===== src/rtl/addsub_pipe_cla.sv =====
// Pipelined two's-complement adder/subtractor built from GROUP-bit carry-lookahead
// slices, one slice per stage, with valid/ready flow control and optional signed saturation.
module addsub_pipe_cla #(
  parameter int WIDTH = 16,  // multiple of GROUP, at least 2*GROUP
  parameter int GROUP = 4
) (
  input  logic             clk,
  input  logic             rst,
  input  logic             in_valid,
  output logic             in_ready,
  input  logic [WIDTH-1:0] a,
  input  logic [WIDTH-1:0] b,
  input  logic             m,
  input  logic             sat,
  output logic             out_valid,
  input  logic             out_ready,
  output logic [WIDTH-1:0] s,
  output logic             cout,
  output logic             ovr,
  output logic             neg,
  output logic             zero
);

  localparam int STAGES = WIDTH / GROUP;

  // Handshake: an operation enters on in_valid & in_ready and leaves on
  // out_valid & out_ready. The whole pipeline advances as one unit whenever the
  // output register is empty or being drained, so in_ready is that same condition.
  logic advance;
  assign advance  = !out_valid || out_ready;
  assign in_ready = advance;

  // Lookahead carries for one slice; c[i] is the carry into bit i, c[GROUP] the carry out.
  function automatic logic [GROUP:0] cla_carries(input logic [GROUP-1:0] x,
                                                 input logic [GROUP-1:0] y,
                                                 input logic ci);
    logic [GROUP-1:0] g;
    logic [GROUP-1:0] p;
    logic [GROUP:0]   c;
    logic             prod;
    g    = x & y;
    p    = x ^ y;
    c    = '0;
    c[0] = ci;
    for (int i = 0; i < GROUP; i++) begin
      c[i+1] = g[i];
      prod   = p[i];
      for (int j = i - 1; j >= 0; j--) begin
        c[i+1] = c[i+1] | (prod & g[j]);
        prod   = prod & p[j];
      end
      c[i+1] = c[i+1] | (prod & ci);
    end
    return c;
  endfunction

  // Stage k register holds the operands (b already conditioned by m), the carry
  // into slice k and the result slices below it.
  logic             v_q   [STAGES];
  logic [WIDTH-1:0] a_q   [STAGES];
  logic [WIDTH-1:0] b_q   [STAGES];
  logic [WIDTH-1:0] s_q   [STAGES];
  logic             c_q   [STAGES];
  logic             sat_q [STAGES];

  logic [GROUP:0]   cv     [STAGES];
  logic [WIDTH-1:0] nxt_s  [STAGES];
  logic             nxt_c  [STAGES];
  logic             nxt_cm [STAGES];

  always_comb begin
    for (int k = 0; k < STAGES; k++) begin
      cv[k]     = cla_carries(a_q[k][k*GROUP +: GROUP], b_q[k][k*GROUP +: GROUP], c_q[k]);
      nxt_s[k]  = s_q[k];
      nxt_s[k][k*GROUP +: GROUP] = a_q[k][k*GROUP +: GROUP] ^ b_q[k][k*GROUP +: GROUP]
                                   ^ cv[k][GROUP-1:0];
      nxt_c[k]  = cv[k][GROUP];
      nxt_cm[k] = cv[k][GROUP-1];
    end
  end

  logic [WIDTH-1:0] raw_s;
  logic [WIDTH-1:0] fin_s;
  logic             fin_cout;
  logic             fin_ovr;

  // Raw MSB set on overflow means two positives wrapped negative, so clamp to max.
  always_comb begin
    raw_s    = nxt_s[STAGES-1];
    fin_cout = nxt_c[STAGES-1];
    fin_ovr  = nxt_cm[STAGES-1] ^ nxt_c[STAGES-1];
    fin_s    = raw_s;
    if (sat_q[STAGES-1] && fin_ovr) begin
      fin_s = raw_s[WIDTH-1] ? {1'b0, {(WIDTH-1){1'b1}}} : {1'b1, {(WIDTH-1){1'b0}}};
    end
  end

  always_ff @(posedge clk) begin
    if (rst) begin
      for (int k = 0; k < STAGES; k++) begin
        v_q[k] <= 1'b0;
      end
      out_valid <= 1'b0;
      s         <= '0;
      cout      <= 1'b0;
      ovr       <= 1'b0;
      neg       <= 1'b0;
      zero      <= 1'b0;
    end else if (advance) begin
      v_q[0]   <= in_valid;
      a_q[0]   <= a;
      b_q[0]   <= b ^ {WIDTH{m}};
      c_q[0]   <= m;
      s_q[0]   <= '0;
      sat_q[0] <= sat;
      for (int k = 1; k < STAGES; k++) begin
        v_q[k]   <= v_q[k-1];
        a_q[k]   <= a_q[k-1];
        b_q[k]   <= b_q[k-1];
        c_q[k]   <= nxt_c[k-1];
        s_q[k]   <= nxt_s[k-1];
        sat_q[k] <= sat_q[k-1];
      end
      out_valid <= v_q[STAGES-1];
      // Bubbles leave the last result in place rather than loading junk.
      if (v_q[STAGES-1]) begin
        s    <= fin_s;
        cout <= fin_cout;
        ovr  <= fin_ovr;
        neg  <= fin_s[WIDTH-1];
        zero <= (fin_s == '0);
      end
    end
  end

endmodule


===== config.mk =====
export PLATFORM = sky130hd
export DESIGN_NAME = addsub_pipe_cla
export DESIGN_NICKNAME = d
export VERILOG_FILES = /design/src/rtl/addsub_pipe_cla.sv
export SDC_FILE = /design/constraint.sdc
export NUM_CORES = 1
export LEC_CHECK = 0
export CAP_MARGIN = 15
export CORE_AREA = 2 2 122 124
export DETAILED_ROUTE_END_ITERATION = 10
export DIE_AREA = 0 0 124 126
export GPL_ROUTABILITY_DRIVEN = 0
export SYNTH_ARGS = -nofsm -noshare
export SYNTH_HDL_FRONTEND = slang
export SYNTH_SLANG_ARGS = --single-unit

===== constraint.sdc =====
create_clock -name clk -period 22 [get_ports clk]
set_input_delay 4.4 -clock clk [delete_from_list [all_inputs] [get_ports clk]]
set_output_delay 4.4 -clock clk [all_outputs]
set_load 0.02 [all_outputs]

==> impl_metrics.csv <==
group,metric,value,unit
floorplan,die-area,15600,sq um
timing,timing.final.crit_share,0.458,
timing,worst_pin_slew,1.01,ns
critical_path,crit_type,"in -> out",
min_path,hold_depth,0,
timing,finalSetupTns,0,ns
layout,final_layout_size_suffix_gt1_frac,0.101,
clocking,numCtsBuffers,17,
timing,setup_viol,0,
placement,dp.cells,559,
global_routing,grt_pass1_vias,2624,
clocking,cts_tree,"built",
critical_path,path_depth,3,
pwr,p_clk_frac,0.434,
critical_path,start_kind,"input port",
flow_run,max-cap-violations,0,
clocking,clk_pin_slew_worst_paths,0.05,ns
timing,slew_violations,0,
pwr,swShare,0.205,
timing,fin_crit,10.07,ns
logic_synthesis,ys_types,37,
timing,clock-skew-final,0.00583,ns
placement,port_buffers,59,
logic_synthesis,yosysWarnings,0,
floorplan,core_area,14300,sq um
min_path,hold_path.class,"reg -> reg",
critical_path,r2r_end,"s_q[3][2]$_DFFE_PP_",
logic_synthesis,synth_top_area_cell,"edfxtp_1",
pwr,power_density,96.4,nW/um^2
route,post_drt_wl_per_cell,13.1,um
clocking,cts-root-buf,"clkbuf_16",
layout,antenna_cells,0,
global_routing,grt_pass1_wl,12.6,mm
floorplan,start_util,0.363,
timing,hold_viol,0,
critical_path,worstPathMaxFanout,6,
outcome,status,"finished, final reports clean",
logic_synthesis,synth_cells,324,
floorplan,num_rows,44,
floorplan,ios,60,
logic_synthesis,syn-cell-area,5200,sq um
placement,placed_cell_area,5990,sq um
clocking,clock_latency,0.41,ns
timing,holdWs,0.415,ns
logic_synthesis,yosysTopAreaCellShare,0.670,
clocking,hold_buffers,0,
min_path,holdPathEnd,"s_q[3][7]$_DFFE_PP_",
placement,post-dp-hpwl,4.94,mm
logic_synthesis,synth_area_leaders,"edfxtp_1 (67%), dfxtp_1 (7.7%), ha_1 (3.8%), xor2_1 (2.7%), a211oi_1 (2.0%)",
critical_path,r2r_start,"out_valid$_SDFFE_PP0N_",
pwr,power.switching,0.000130,W
clocking,cts_repair_resize_count,0,
clocking,clockBufferDepth,2,
route,viasPerCell,4.52,
global_routing,grt_overflow,0,
pwr,internal_power,0.000504,W
timing,rsz0062_at_grt,"no",
global_routing,grt_use_total,0.110,
clocking,post-cts-setup-buffer-count,0,
critical_path,worstPathCellList,"clkdlybuf4s50_1, nand2b_1, clkdlybuf4s50_1",
critical_path,worstPathRequired,17.60,ns
route,antenna_left,0,
floorplan,die_x,124,um
global_routing,antenna_found_initial,0,
layout,final_cells,591,
critical_path,ff2ff_path_depth,4,
critical_path,crit_buf_inv,2,
route,wl,7.71,mm
clocking,htreeDepth,4,
route,drc,0,
critical_path,timing.critical_path.slowest_cell_delay,0.63,ns
route,drt_iter0_markers,185,
critical_path,critPathTopFamily,"buffers and inverters",
floorplan,die_height,126,um
logic_synthesis,synth_nets,382,
critical_path,rrSetupSlack,19.67,ns
min_path,hold_path_startpoint,"s_q[2][7]$_DFFE_PP_",
pwr,pwr-share-comb,0.076,
critical_path,cpMostUsedCell,"clkdlybuf4s50_1",
timing,max_freq,0.0993,GHz
critical_path,slowest_stage,"clkdlybuf4s50_1",
global_routing,grt_max_degree,66,
route,drtPass1Iterations,4,
pwr,ir_drop,60.7,uV
layout,syn2layout_area_growth,26.4,%
layout,fin_nets,452,
critical_path,critPathArrivalTime,5.67,ns
layout,design_area,6570,sq um
route,num_vias,2672,
logic_synthesis,postSynthAreaPerCell,16.1,sq um
pwr,p_seq_frac,0.490,
logic_synthesis,ys_seq_elements,136,
logic_synthesis,synth_seq_area_share,0.747,
clocking,clock-sinks,136,
pwr,power_leakage,2.40,nW
critical_path,cp-end-kind,"output port",
timing,max-slew-margin-rel,0.327,
-- stage by stage --
step	util	setup slack (ns)	total power (W)
3_5_place_dp	0.418	11.93	0.000364
6_report	0.459	11.93	0.000634
5_1_grt	0.459	11.84	0.000662
4_1_cts	0.459	11.93	0.000642
2_1_floorplan	-	11.61	0.000347
3_3_place_gp	0.418	11.94	0.000363
-- area by class of cell --
type	instances	area, sq um
clock buffers	23	488
clock inverters	9	96.3
fillers	1293	7740
inverters	18	67.6
multi-input cells	160	1200
flip-flops and latches	136	3880
well taps	184	230
repair buffers	61	606
-- how the worst max path moves through the flow --
stage | slack, ns | start | end
after global placement | 11.94 | out_ready | in_ready
after detailed placement | 11.93 | out_ready | in_ready
after CTS | 11.93 | out_ready | in_ready
after floorplan | 11.61 | out_ready | v_q[0]$_SDFFCE_PN0P_
final | 11.93 | out_ready | in_ready
after global routing | 11.84 | out_ready | in_ready
-- cells by family (layout without fill, tap and decap cells) --
logic type      Yosys count  after routing  share of synthesized area
buf+inv                  28            111                     0.0236
xor+xnor                 27             27                     0.0455
flops                   136            136                      0.747
simple gates             74             74                     0.0736
fa+ha+maj                20             20                     0.0539
mux                       2              2                    0.00409
compound gates           37             37                     0.0527
-- state kept, by name (all words and copies together) (netlist names) --
register and count:
s_q 24, out_valid 1, a_q 40, zero 1, sat_q 4, s 16, c_q 4, v_q 4
b_q 40, cout 1, ovr 1
-- Yosys cell counts --
| cell type | number |
|---|---|
| edfxtp_1 | 116 |
| nor2_1 | 25 |
| dfxtp_1 | 20 |
| inv_1 | 18 |
| ha_1 | 16 |
| nand2_1 | 16 |
| xor2_1 | 16 |
| a211oi_1 | 14 |
| xnor2_1 | 11 |
| a21oi_1 | 8 |
| nor3_1 | 8 |
| nand2b_1 | 6 |
| and2_1 | 5 |
| buf_2 | 5 |
| o21ai_0 | 5 |
| a21o_1 | 4 |
| fa_1 | 4 |
| nor2b_1 | 4 |
| clkbuf_1 | 3 |
| nor4_1 | 3 |
| a211o_2 | 1 |
| a211o_4 | 1 |
| a21oi_4 | 1 |
| a22oi_1 | 1 |
| and4_4 | 1 |
| buf_4 | 1 |
| buf_6 | 1 |
| mux2_2 | 1 |
| mux2i_1 | 1 |
| nand4_1 | 1 |
| nand4b_1 | 1 |
| nor3b_1 | 1 |
| nor4_4 | 1 |
| nor4b_2 | 1 |
| o21a_1 | 1 |
| o221ai_2 | 1 |
| or2_2 | 1 |
-- metal layers --
metal | routed length, um | global-route usage | up-vias
met3 | 444 | 0.0394 | 13
met2 | 3820 | 0.170 | 76
met1 | 3310 | 0.131 | 1265
li1 | - | - | 1318
met4 | 144 | 0.0681 | 0
met5 | 0 | 0 | -
-- cell usage in the layout, fill, tap and decap left out, types with 3 or more instances in the layout --
master	netlist	final
a21oi_1	8	8
nor2_1	25	25
fa_1	4	4
o21ai_0	5	5
xor2_1	16	16
a21o_1	4	4
a211oi_1	14	14
ha_1	16	16
nand2_1	16	16
nor3_1	8	8
nor4_1	3	3
clkdlybuf4s50_1	0	59
and2_1	5	5
clkinv_2	0	5
nor2b_1	4	3
clkbuf_8	0	4
xnor2_1	11	11
nand2b_1	6	6
dfxtp_1	20	20
edfxtp_1	116	116
clkbuf_16	0	17
inv_1	18	18
-- power groups by stage --
stage                     Sequential, W  Combinational [W]  Clock [W]
final                          0.000310          0.0000481   0.000275
after global routing           0.000312          0.0000542   0.000295
after CTS                      0.000311          0.0000489   0.000282
after detailed placement       0.000316          0.0000485          0
after global placement         0.000315          0.0000474          0
after floorplan                0.000317          0.0000301          0
(Power assumes the default switching activity.)
==> patch, RTL diff (same flow settings) <==
The parameter `GROUP` goes from 4 to 8.
--- a/src/rtl/addsub_pipe_cla.sv
+++ b/src/rtl/addsub_pipe_cla.sv
@@ -3,5 +3,5 @@
 module addsub_pipe_cla #(
   parameter int WIDTH = 16,  // multiple of GROUP, at least 2*GROUP
-  parameter int GROUP = 4
+  parameter int GROUP = 8
 ) (
   input  logic             clk,
Check against the original RTL: not equivalent (a bounded check fails within 4 cycles, from zero or initial values and one cycle with rst high).
==> patch against the original RTL <==
Register-to-register slack got worse by 0.64 ns; global-route usage shrank 2.2 points; count of clock-buffer cells in the layout fell by 12; fmax decreased by 1.3%; sequential share of layout area down 10 points; largest power group unchanged; first-iteration DRC count decreased by 57%; routed wire length is 15% lower; core utilization down 13 points; final area shrank 29%; setup slack lost 0.13 ns; sequential cell count decreased by 54; synthesized area is 31% lower; power is 39% lower.
==> patch: results (changes against the original RTL) <==
met2_usage: 0.129  # -0.0410
cpMaxStageDelayCell: "clkdlybuf4s50_1"
syn_nets: 323  # -15%
grt_pass1_vias: 2192  # -16%
post-route-util: 0.325  # -0.134
status: "finished, final reports clean"
inv_count: 12  # -6
n_all_buffers: 60  # -1.6%
seqCellArea_um2: 2260  # -42%
clkLatencyLatePin_ns: 0.33  # -0.08 ns
dr_total_vias: 2211  # -17%
leakagePower_uw: 0.00169  # -30%
cpPeakStageDelay_ns: 0.56  # -0.07 ns
reg_top3: "a_q: 24 flops, b_q: 24 flops, s: 16 flops"
synth_seq_area_share: 0.633  # -0.114
gr-usage-met1: 0.119  # -0.0114
arrival_ns: 5.80  # +0.13 ns
place_inst: 501  # -10%
grt_max_degree: 63  # -4.5%
ys_ff_latch: 82  # -40%
drt-initial-drc-count: 80  # -57%
cts_resized: 0  # unchanged
multi_input_area_share: 0.264  # +0.0812
grtUsageTotal: 0.0881  # -0.0221
fin_skew_ns: 0.00444  # -0.00139 ns
nets: 384  # -15%
hpwl_um: 4940  # about the same
clkCellAreaFrac: 0.0619  # -0.0270
grt_first_pass_wirelength_um: 10700  # -15%
syn_avg_cell_area_um2: 13.4  # -17%
synth_cell_types: 44  # +19%
multi_input_gates: 163  # +1.9%
wl_per_cell_um: 12.7  # -3.0%
cts.clk_slew.worst_paths_ns: 0.06
synth.area.top_cells: "edfxtp_1, dfxtp_1, ha_1"
htreeDepth: 3  # -1
async_flop_share: 0  # unchanged
nonClkBufAreaFrac: 0.129  # +0.0364
power_switching_uw: 92.5  # -29%
num-clock-buffers: 11  # -52%
worst_slew_pin_slew_ns: 1.14  # +0.138 ns
placed_area_um2: 4360  # -27%
grt_use_met3: 0.0240  # -0.0154
yosysWarnings: 0  # unchanged
yosys-top-cells-count: "edfxtp_1, nor2_1, dfxtp_1, xor2_1"
cts_made_buffers: 9  # -8
synth-edff-count: 62  # -47%
drive_gt1_frac: 0.0871  # -0.0137
viasPerCell: 4.28  # -5.4%
yosys_most_used_dff: "edfxtp_1"
nFillCells: 1434  # +11%
ir_drop_mv: 0.0301  # -50%
r2r_cells: 7  # +3
crit_path_max_fanout: 4  # -2
## patch: cell types whose count changed in the layout (fill, tap and decap cells not counted), sizes merged, moves of 5 or more
cell	change
xnor2	-5
nand3	+11
nand2b	-5
clkbuf	-12
a211oi	+7
inv	-6
edfxtp	-54
nand2	-11
## patch: cell families after synthesis
| logic type | Yosys count | share of synthesized area |
|---|---|---|
| AOI/OAI and AO/OA | 49 | 0.109 |
| xor gates and xnor gates | 26 | 0.0637 |
| adders and majority gates | 18 | 0.0672 |
| buffers and inverters | 22 | 0.0252 |
| DFF | 82 | 0.633 |
| and+or+nand+nor | 70 | 0.102 |
## patch: final timing paths
check	from	to	slack, ns
worst max register to register	b_q[0][27]	s[8]	19.03
worst min register to register	b_q[0][8]	b_q[0][24]	0.42
worst max-delay path	out_ready	in_ready	11.80
worst min-delay path	b_q[0][8]	b_q[0][24]	0.42
## patch: stage by stage
stage | power, uW | worst slack (ns)
4_1_cts | 395 | 11.79
3_3_place_gp | 248 | 11.84
2_1_floorplan | 227 | 12.86
5_1_grt | 409 | 11.71
6_report | 389 | 11.80
3_5_place_dp | 250 | 11.79
## patch: worst max-delay path, delay by kind of cell
| kind | cells | cell delay (ns) |
|---|---|---|
| buffers and inverters | 3 | 1.08 |
| and+or+nand+nor | 1 | 0.32 |
## patch: power groups by stage
stage	sequential (uW)	combinational [uW]	clock [uW]
2_1_floorplan	192	35.3	0
3_3_place_gp	190	58.1	0
3_5_place_dp	191	59.5	0
4_1_cts	187	59.8	148
5_1_grt	189	65.8	154
6_report	187	59.0	143
## patch: layer usage
| metal | up-vias | part of all wire |
|---|---|---|
| met5 | - | 0 |
| met4 | 0 | 0.026 |
| met3 | 15 | 0.045 |
| met2 | 56 | 0.43 |
| met1 | 1028 | 0.50 |
| li1 | 1112 | - |
